File: src/rtl/pmul_row.sv
// pmul_row: TAPS-stage signed multiply-accumulate row with round/shift, saturation,
// optional ReLU and valid/ready backpressure. One dot product per accepted beat.
module pmul_row #(
  parameter int unsigned WIDTH     = 8,
  parameter int unsigned TAPS      = 3,
  parameter int unsigned ACC_WIDTH = 20,
  parameter int unsigned OUT_WIDTH = 8,
  parameter int unsigned SHIFT     = 0
) (
  input  logic                      clk,
  input  logic                      rst,
  input  logic [TAPS*WIDTH-1:0]     in_data,
  input  logic [TAPS*WIDTH-1:0]     in_weight,
  input  logic [ACC_WIDTH-1:0]      in_bias,
  input  logic                      in_vld,
  output logic                      in_rdy,
  input  logic                      relu_en,
  output logic [OUT_WIDTH-1:0]      psum,
  output logic                      psum_sat,
  output logic                      psum_vld,
  input  logic                      psum_rdy
);

  // Half-LSB rounding constant; evaluates to 0 when SHIFT is 0.
  localparam logic [ACC_WIDTH:0] RND = (ACC_WIDTH+1)'((64'd1 << SHIFT) >> 1);
  localparam logic signed [ACC_WIDTH:0] MAXV =
      (ACC_WIDTH+1)'((64'sd1 <<< (OUT_WIDTH - 1)) - 64'sd1);
  localparam logic signed [ACC_WIDTH:0] MINV = ~MAXV;

  // Whole pipeline advances together; it only freezes when a result is stuck at the output.
  logic w_en;
  assign w_en   = ~psum_vld | psum_rdy;
  assign in_rdy = w_en;

  // Input register: the accepted beat with all its operands.
  logic                  r_in_v;
  logic                  r_in_relu;
  logic [TAPS*WIDTH-1:0] r_in_data;
  logic [TAPS*WIDTH-1:0] r_in_weight;
  logic [ACC_WIDTH-1:0]  r_in_bias;

  // Capture the beat on every enabled cycle; bubbles carry r_in_v = 0.
  always_ff @(posedge clk) begin
    if (rst) begin
      r_in_v      <= 1'b0;
      r_in_relu   <= 1'b0;
      r_in_data   <= '0;
      r_in_weight <= '0;
      r_in_bias   <= '0;
    end else if (w_en) begin
      r_in_v      <= in_vld;
      r_in_relu   <= relu_en;
      r_in_data   <= in_data;
      r_in_weight <= in_weight;
      r_in_bias   <= in_bias;
    end
  end

  // Per-tap operands aligned to their stage, and sign-extended products.
  logic [TAPS-1:0][WIDTH-1:0]     w_d;
  logic [TAPS-1:0][WIDTH-1:0]     w_w;
  logic [TAPS-1:0][ACC_WIDTH-1:0] w_prod_x;

  for (genvar k = 0; k < TAPS; k++) begin : g_tap
    logic signed [2*WIDTH-1:0] w_prod;

    if (k == 0) begin : g_direct
      assign w_d[k] = r_in_data[0 +: WIDTH];
      assign w_w[k] = r_in_weight[0 +: WIDTH];
    end else begin : g_skew
      logic [WIDTH-1:0] r_sd [k];
      logic [WIDTH-1:0] r_sw [k];

      // Delay tap k by k cycles so it meets its beat's partial sum at stage k.
      always_ff @(posedge clk) begin
        if (rst) begin
          for (int j = 0; j < k; j++) begin
            r_sd[j] <= '0;
            r_sw[j] <= '0;
          end
        end else if (w_en) begin
          r_sd[0] <= r_in_data[k*WIDTH +: WIDTH];
          r_sw[0] <= r_in_weight[k*WIDTH +: WIDTH];
          for (int j = 1; j < k; j++) begin
            r_sd[j] <= r_sd[j-1];
            r_sw[j] <= r_sw[j-1];
          end
        end
      end

      assign w_d[k] = r_sd[k-1];
      assign w_w[k] = r_sw[k-1];
    end

    assign w_prod      = $signed(w_d[k]) * $signed(w_w[k]);
    assign w_prod_x[k] = ACC_WIDTH'(w_prod);
  end

  // MAC stages.
  logic [TAPS-1:0]                r_v;
  logic [TAPS-1:0]                r_relu;
  logic [TAPS-1:0][ACC_WIDTH-1:0] r_p;

  // Accumulate one tap per stage; sums wrap modulo 2^ACC_WIDTH.
  always_ff @(posedge clk) begin
    if (rst) begin
      r_v    <= '0;
      r_relu <= '0;
      r_p    <= '0;
    end else if (w_en) begin
      r_v[0]    <= r_in_v;
      r_relu[0] <= r_in_relu;
      r_p[0]    <= r_in_bias + w_prod_x[0];
      for (int k = 1; k < TAPS; k++) begin
        r_v[k]    <= r_v[k-1];
        r_relu[k] <= r_relu[k-1];
        r_p[k]    <= r_p[k-1] + w_prod_x[k];
      end
    end
  end

  // Round, shift, clamp and ReLU on the final partial sum.
  logic signed [ACC_WIDTH:0] w_sum;
  logic signed [ACC_WIDTH:0] w_shr;
  logic [OUT_WIDTH-1:0]      w_clamp;
  logic [OUT_WIDTH-1:0]      w_out;
  logic                      w_sat;

  assign w_sum = $signed({r_p[TAPS-1][ACC_WIDTH-1], r_p[TAPS-1]}) + $signed(RND);
  assign w_shr = w_sum >>> SHIFT;

  // Saturate to the output range and apply ReLU after the clamp.
  always_comb begin
    w_sat   = 1'b0;
    w_clamp = w_shr[OUT_WIDTH-1:0];
    if (w_shr > MAXV) begin
      w_sat   = 1'b1;
      w_clamp = MAXV[OUT_WIDTH-1:0];
    end else if (w_shr < MINV) begin
      w_sat   = 1'b1;
      w_clamp = MINV[OUT_WIDTH-1:0];
    end
    w_out = (r_relu[TAPS-1] && w_clamp[OUT_WIDTH-1]) ? '0 : w_clamp;
  end

  // Output register; holds while the consumer is not ready.
  always_ff @(posedge clk) begin
    if (rst) begin
      psum_vld <= 1'b0;
      psum_sat <= 1'b0;
      psum     <= '0;
    end else if (w_en) begin
      psum_vld <= r_v[TAPS-1];
      psum_sat <= w_sat;
      psum     <= w_out;
    end
  end

endmodule

File: config.mk
export PLATFORM = sky130hd
export DESIGN_NAME = pmul_row
export DESIGN_NICKNAME = d
export VERILOG_FILES = /design/src/rtl/pmul_row.sv
export SDC_FILE = /design/constraint.sdc
export NUM_CORES = 1
export LEC_CHECK = 0
export BUFFER_PORTS_ARGS = -buffer_cell sky130_fd_sc_hd__clkbuf_2
export CAP_MARGIN = 20
export CORE_MARGIN = 5
export CORE_UTILIZATION = 30
export DETAILED_ROUTE_END_ITERATION = 10
export GPL_TIMING_DRIVEN = 0
export HOLD_SLACK_MARGIN = 0.05
export PLACE_DENSITY = 0.44
export SLEW_MARGIN = 15
export SYNTH_ARGS = -nofsm -noshare
export SYNTH_HDL_FRONTEND = slang
export SYNTH_SLANG_ARGS = --single-unit
File: constraint.sdc
create_clock -name clk -period 5.5 [get_ports clk]
set_input_delay 0.825 -clock clk [delete_from_list [all_inputs] [get_ports clk]]
set_output_delay 0.825 -clock clk [all_outputs]
set_load 0.005 [all_outputs]
==> results of run 1 <==
power by group:
part	leakage, nW	switching [mW]	total, mW	internal (mW)
registers	1.80	0.191	1.85	1.66
logic	7.82	1.22	2.44	1.22
clock network	0.283	0.637	1.33	0.691
total	9.90	2.05	5.62	3.57
area by class of cell:
| type | instances | area, µm² | area share |
|---|---|---|---|
| Tap cell | 756 | 946 | 0.0441 |
| Antenna cell | 1 | 2.50 | 0.000117 |
| Multi-Input combinational cell | 1386 | 12700 | 0.593 |
| Buffer | 49 | 185 | 0.00863 |
| Clock inverter | 13 | 154 | 0.00718 |
| Clock buffer | 19 | 443 | 0.0207 |
| Inverter | 277 | 1040 | 0.0486 |
| Timing Repair Buffer | 215 | 1530 | 0.0715 |
| Sequential cell | 194 | 4420 | 0.206 |
per-stage QoR:
| step | worst slack, ns | utilization | hold slack (ns) | area [µm²] |
|---|---|---|---|---|
| 2_1_floorplan | -0.0544 | - | 0.427 | 17000 |
| 6_report | -0.370 | 0.382 | 0.449 | 21400 |
| 5_1_grt | -0.613 | 0.382 | 0.472 | 21400 |
| 3_5_place_dp | -0.992 | 0.328 | 0.439 | 18400 |
| 3_3_place_gp | -0.990 | 0.327 | 0.434 | 18400 |
| 4_1_cts | -0.429 | 0.368 | 0.450 | 20700 |
what timing repair did:
| action | 4_1_cts | 5_1_grt |
|---|---|---|
| pin swaps | 121 | 99 |
| gates cloned | 0 | 0 |
| setup buffers | 101 | 36 |
| setup endpoints to repair | 27 | 26 |
| endpoints found under the hold margin | 0 | 0 |
| resized for setup | 194 | 110 |
registers in the layout (all words and copies together), names as in the netlist:
register and cells:
r_p 60, r_in_bias 20, r_in_weight 24, r_in_data 24, psum_sat 1, r_v 3, psum_vld 1, r_in_relu 1
r_relu 3, g_tap.g_skew.r_sd 24, psum 8, g_tap.g_skew.r_sw 24, r_in_v 1
layer usage:
metal	part of all wire	global-route usage	vias to the layer above
li1	-	-	6657
met1	0.47	0.217	6762
met2	0.49	0.267	144
met3	0.027	0.0234	37
met4	0.017	0.0442	0
met5	0	0	-
how the worst max path moves through the flow:
stage                                                   start  cells after the start  slack, ns              endpoint
floorplan           g_tap[2].g_skew.r_sd[0][13]$_SDFFCE_PN0P_                     26      -0.05  r_p[59]$_SDFFE_PP0P_
global placement     g_tap[1].g_skew.r_sd[0][5]$_SDFFCE_PN0P_                     23      -0.99  r_p[39]$_SDFFE_PP0P_
detailed placement   g_tap[1].g_skew.r_sd[0][5]$_SDFFCE_PN0P_                     23      -0.99  r_p[39]$_SDFFE_PP0P_
CTS                 g_tap[2].g_skew.r_sw[0][11]$_SDFFCE_PN0P_                     26      -0.43  r_p[59]$_SDFFE_PP0P_
global route        g_tap[2].g_skew.r_sw[0][11]$_SDFFCE_PN0P_                     26      -0.61  r_p[57]$_SDFFE_PP0P_
finish              g_tap[2].g_skew.r_sd[0][11]$_SDFFCE_PN0P_                     27      -0.37  r_p[57]$_SDFFE_PP0P_
layout by cell type (no fill, tap or decap), types with 39 or more instances in the layout:
cell / instances
nand2_1: 274
clkbuf_1: 39
dfxtp_1: 130
and2_1: 162
inv_1: 250
nor2_1: 54
a21oi_1: 131
edfxtp_1: 48
buf_4: 107
clkbuf_2: 82
fa_1: 162
ha_1: 99
xnor2_1: 58
critical path, delay by kind of cell (launching register included):
family | cells | cell delay (ns)
compound gates | 11 | 1.48
fa+ha+maj | 6 | 2.54
buf+inv | 6 | 0.50
simple gates | 3 | 0.61
flops | 1 | 0.49
xor+xnor | 1 | 0.14
cells by family (layout without fill, tap and decap cells):
group | Yosys count | in the layout | share of synthesized area
AO/OA/AOI/OAI | 343 | 343 | 0.129
XOR/XNOR | 94 | 94 | 0.0510
adder cells (fa/ha/maj) | 318 | 318 | 0.309
buffers and inverters | 327 | 573 | 0.0724
flip-flops | 194 | 194 | 0.257
multiplexers | 3 | 3 | 0.00199
other | 0 | 1 | 0
AND/OR/NAND/NOR | 628 | 628 | 0.180
==> impl_metrics.py, run 1 <==
metrics = {
    "sta": {
        "finalSetupViolCount": 16,
        "worst_pin_slew_ns": 0.973,
        "max_freq_ghz": 0.170,
        "finalHoldViolCount": 0,
        "slew_headroom": 0.351,
        "min_period_over_period": 1.07,
        "final.setup.worst_slack_ns": -0.370,
        "rsz0062_at_grt": "yes",
        "setup_tns_ns": -2.84,
        "finalCriticalPeriod_ns": 5.87,
        "finalMaxSlewViolations": 0,
        "clock_skew_ns": 0.0114,
    },
    "detailed_routing": {
        "drt_pass1_iterations": 5,
        "routed_wl_um": 48800,
        "wl_per_cell_um": 16.8,
        "drtAntennaViolNets": 0,
        "drtIter0Drc": 656,
        "drc": 0,
        "via_per_inst": 4.67,
        "vias": 13600,
    },
    "yosys": {
        "synth_edf_count": 48,
        "ys_ff_latch": 194,
        "synthTopCellsByCount": "nand2_1 (279), inv_1 (276), and2_1 (179), fa_1 (168), a21oi_1 (164)",
        "synth_area_um2": 17000,
        "synth_fp_nets": 2298,
        "synth_cell_type_count": 67,
        "synth_top_area_share": 0.198,
        "yosysTopAreaCell": "fa_1",
        "netlist_instances": 1907,
        "synth_flop_cell": "dfxtp_1",
        "synth_most_common_cell": "nand2_1",
        "async_flop_share": 0,
        "synth_area_leaders": "fa_1 (20%), dfxtp_1 (17%), ha_1 (11%)",
        "yosysWarnings": 0,
        "synth-seq-area-share": 0.257,
        "syn_avg_cell_area_um2": 8.90,
    },
    "critical_path": {
        "worstPathArrival_ns": 6.26,
        "cp_max_fo": 5,
        "rr_worst_depth": 27,
        "max_stage_delay_ns": 0.53,
        "critPathCaptureType": "flip-flop",
        "crit_type": "flip-flop to flip-flop",
        "crit_path_start_kind": "flip-flop",
        "r2r_end": "r_p[57]$_SDFFE_PP0P_",
        "slowest_stage": "fa_1",
        "r2r_start": "g_tap[2].g_skew.r_sd[0][11]$_SDFFCE_PN0P_",
        "r2r_slack_ns": -0.37,
        "critPathRequiredTime_ns": 5.89,
    },
    "placement": {
        "numPlacedInstances": 2746,
        "gp_congestion": 0.775,
        "numPortBuffers": 82,
        "hpwl_um": 37100,
    },
    "min_path": {
        "hold-path-endpoint": "r_in_data[23]$_SDFFE_PP0P_",
        "holdPathStages": 2,
        "holdCritPathClass": "flip-flop to flip-flop",
        "hold_path.startpoint": "r_in_data[23]$_SDFFE_PP0P_",
    },
    "cells_and_area": {
        "layout-drive-gt1-share": 0.228,
        "fillerInstances": 5762,
        "final_nets": 2531,
        "layoutNonFillerInstCount": 2910,
        "area_growth_pct": 26.3,
    },
    "power": {
        "p_leak_nw": 9.90,
        "power.total_mw": 5.62,
        "ir_drop_v": 0.000245,
        "power_density_nw_per_um2": 262,
    },
    "die": {
        "die-area_um2": 61400,
        "io_pins": 84,
        "die_w_um": 248,
        "die_h_um": 248,
        "core_um2": 56200,
        "fp-row-count": 87,
        "initial_core_util": 0.302,
    },
    "global_route": {
        "grt_pass1_vias": 13900,
        "grt_pass1_wl_um": 76500,
        "grt_util_all_layers": 0.160,
        "grt_max_degree": 33,
        "antenna_found_initial": 1,
        "grt-ovfl-total": 0,
    },
    "clock_network": {
        "clock_path_buffers": 2,
        "htree_levels": 4,
        "cts.sinks": 194,
        "cts_tree": "done",
        "cts_inserted_buffers": 17,
        "ctsHoldBuffers": 0,
        "clkTransAtPathRegs_ns": 0.08,
        "root_buffer": "clkbuf_16",
        "clkLatencyLatePin_ns": 0.48,
    },
    "outcome": {
        "outcome": "finished, violations left",
        "violations": "setup timing",
    },
    "flow_run": {
        "drv_cap": 0,
    },
}
No activity file was read; power rests on OpenSTA's default activity.
==> run 2, diff against run 1 <==
Settings changed: CAP_MARGIN 20 to not set, CORE_MARGIN 5 to 10.
==> impl_metrics.py, run 2 (synthesis results as in run 1) <==
metrics = {
    "sta": {
        "finalMaxSlewViolations": 0,
        "final.setup.worst_slack_ns": -0.396,
        "finalHoldViolCount": 0,
        "max_freq_ghz": 0.170,
        "slew_headroom": 0.366,
        "rsz0062_at_grt": "yes",
        "clock_skew_ns": 0.0141,
        "finalCriticalPeriod_ns": 5.90,
        "worst_pin_slew_ns": 0.950,
        "hold_slack_ns": 0.448,
        "min_period_over_period": 1.07,
        "setup_tns_ns": -3.22,
        "finalSetupViolCount": 17,
    },
    "cells_and_area": {
        "multi_input_area_um2": 12600,
        "fillerInstances": 5827,
        "finalInstanceArea_um2": 21300,
        "post-route-util": 0.379,
        "layout-drive-gt1-share": 0.219,
        "seq_area_um2": 4420,
        "final_nets": 2522,
        "area_growth_pct": 25.5,
        "final_cell_mix": "nand2_1 (274), inv_1 (256), and2_1 (166)",
        "num_antenna_cells": 0,
        "largest_reg_flops": 60,
        "layout_commonest_cell": "nand2_1",
        "largest-register": "r_p",
    },
    "detailed_routing": {
        "drtIter0Drc": 603,
        "drc": 0,
        "vias": 13400,
        "wl_per_cell_um": 16.4,
        "via_per_inst": 4.63,
        "routed_wl_um": 47600,
        "drt_pass1_iterations": 5,
        "drtAntennaViolNets": 0,
    },
    "power": {
        "power_density_nw_per_um2": 261,
        "p_seq_frac": 0.333,
        "p_leak_nw": 9.86,
        "pwr-share-clk": 0.237,
        "ir_drop_v": 0.000179,
        "pwr-share-comb": 0.430,
        "power.total_mw": 5.56,
        "p_sw_frac": 0.370,
        "switchingPower_mw": 2.05,
        "power.internal_mw": 3.50,
    },
    "critical_path": {
        "critPathRequiredTime_ns": 5.88,
        "crit_path_start_kind": "flip-flop",
        "cp_max_fo": 5,
        "critPathCaptureType": "flip-flop",
        "crit_type": "flip-flop to flip-flop",
        "worstPathArrival_ns": 6.28,
        "rr_worst_depth": 26,
    },
    "clock_network": {
        "cts_inserted_buffers": 17,
        "cts.sinks": 194,
        "clkLatencyLatePin_ns": 0.49,
        "clock_path_buffers": 2,
        "clkTransAtPathRegs_ns": 0.08,
        "root_buffer": "clkbuf_16",
        "htree_levels": 4,
        "cts_tree": "done",
    },
    "die": {
        "io_pins": 84,
        "die_w_um": 258,
        "die-area_um2": 66500,
        "die_h_um": 258,
        "fp-row-count": 87,
        "core_um2": 56200,
        "initial_core_util": 0.302,
    },
    "global_route": {
        "grt_util_all_layers": 0.144,
        "grt-ovfl-total": 0,
        "antenna_found_initial": 0,
        "grt_max_degree": 38,
        "grt_pass1_vias": 13800,
        "grt_pass1_wl_um": 75600,
    },
    "outcome": {
        "outcome": "finished, violations left",
        "violations": "setup timing",
    },
    "min_path": {
        "holdPathStages": 2,
        "holdCritPathClass": "flip-flop to flip-flop",
    },
    "flow_run": {
        "drv_cap": 0,
    },
    "placement": {
        "place_area_um2": 18400,
        "hpwl_um": 37000,
        "gp_congestion": 0.791,
        "numPortBuffers": 82,
    },
}
## run 2: changes by cell type in the layout (fill, tap and decap cells not counted), moves of 4 or more
cell      delta
ha_1         +8
ha_2         -6
inv_1        +6
inv_2        -6
and2_4       -5
buf_6        -5
a21oi_2      +4
and2_1       +4
buf_4        -4
clkinv_8     +4
xnor2_4      -4
## run 2: metrics by stage
stage	cells	setup WS, ns
floorplan	1907	-0.0544
global placement	2745	-0.933
detailed placement	2746	-0.887
CTS	2868	-0.466
global route	2900	-0.671
finish	2900	-0.396
## run 2: power groups by stage
| stage | combinational, mW | sequential (mW) | clock (mW) |
|---|---|---|---|
| floorplan | 1.30 | 1.80 | 0 |
| global placement | 1.73 | 1.88 | 0 |
| detailed placement | 1.74 | 1.88 | 0 |
| CTS | 2.16 | 1.85 | 1.36 |
| global route | 2.64 | 1.88 | 1.41 |
| finish | 2.39 | 1.85 | 1.31 |
## run 2: metal layers
| metal | share of wire | global-route usage | vias to the layer above |
|---|---|---|---|
| met5 | 0 | 0 | - |
| met4 | 0.0099 | 0.0299 | 0 |
| met3 | 0.024 | 0.0251 | 29 |
| met2 | 0.49 | 0.243 | 140 |
| met1 | 0.47 | 0.190 | 6612 |
| li1 | - | - | 6654 |
## run 2: critical path, cell delays in order (launching register included)
cell,delay (ns)
edfxtp_1,0.53
and2_4,0.21
fa_1,0.53
inv_1,0.05
fa_1,0.53
inv_1,0.05
fa_1,0.51
inv_1,0.06
fa_1,0.50
inv_2,0.05
ha_4,0.22
a21oi_4,0.12
o21bai_1,0.10
a21oi_2,0.15
o21bai_1,0.10
a21oi_2,0.15
or4b_1,0.45
o211ai_1,0.16
ha_1,0.31
a21oi_2,0.19
o21ai_2,0.09
nor3_2,0.17
a21oi_2,0.11
nand3_1,0.10
a21oi_2,0.06
xor2_1,0.14
a22o_1,0.19
## run 2: final timing paths
kind | from | end | slack (ns)
worst min register to register | r_in_data[17]$_SDFFE_PP0P_ | r_in_data[17]$_SDFFE_PP0P_ | 0.45
worst min-delay path | r_in_data[17]$_SDFFE_PP0P_ | r_in_data[17]$_SDFFE_PP0P_ | 0.45
worst max-delay path | g_tap[2].g_skew.r_sw[0][10]$_SDFFCE_PN0P_ | r_p[59]$_SDFFE_PP0P_ | -0.40
worst max register to register | g_tap[2].g_skew.r_sw[0][10]$_SDFFCE_PN0P_ | r_p[59]$_SDFFE_PP0P_ | -0.40
## run 2: final cells by class
cell class | instances | area share
Clock inverter | 15 | 0.00910
Tap cell | 756 | 0.0444
Multi-Input combinational cell | 1386 | 0.594
Clock buffer | 17 | 0.0200
Timing Repair Buffer | 206 | 0.0679
Buffer | 49 | 0.00869
Sequential cell | 194 | 0.207
Inverter | 277 | 0.0489
## run 2: repair_timing
item | 4_1_cts | 5_1_grt
pin swaps | 114 | 138
setup endpoints to repair | 27 | 28
buffers inserted | 91 | 39
hold buffers | 0 | 0
endpoints found under the hold margin | 0 | 0
resized for setup | 163 | 119
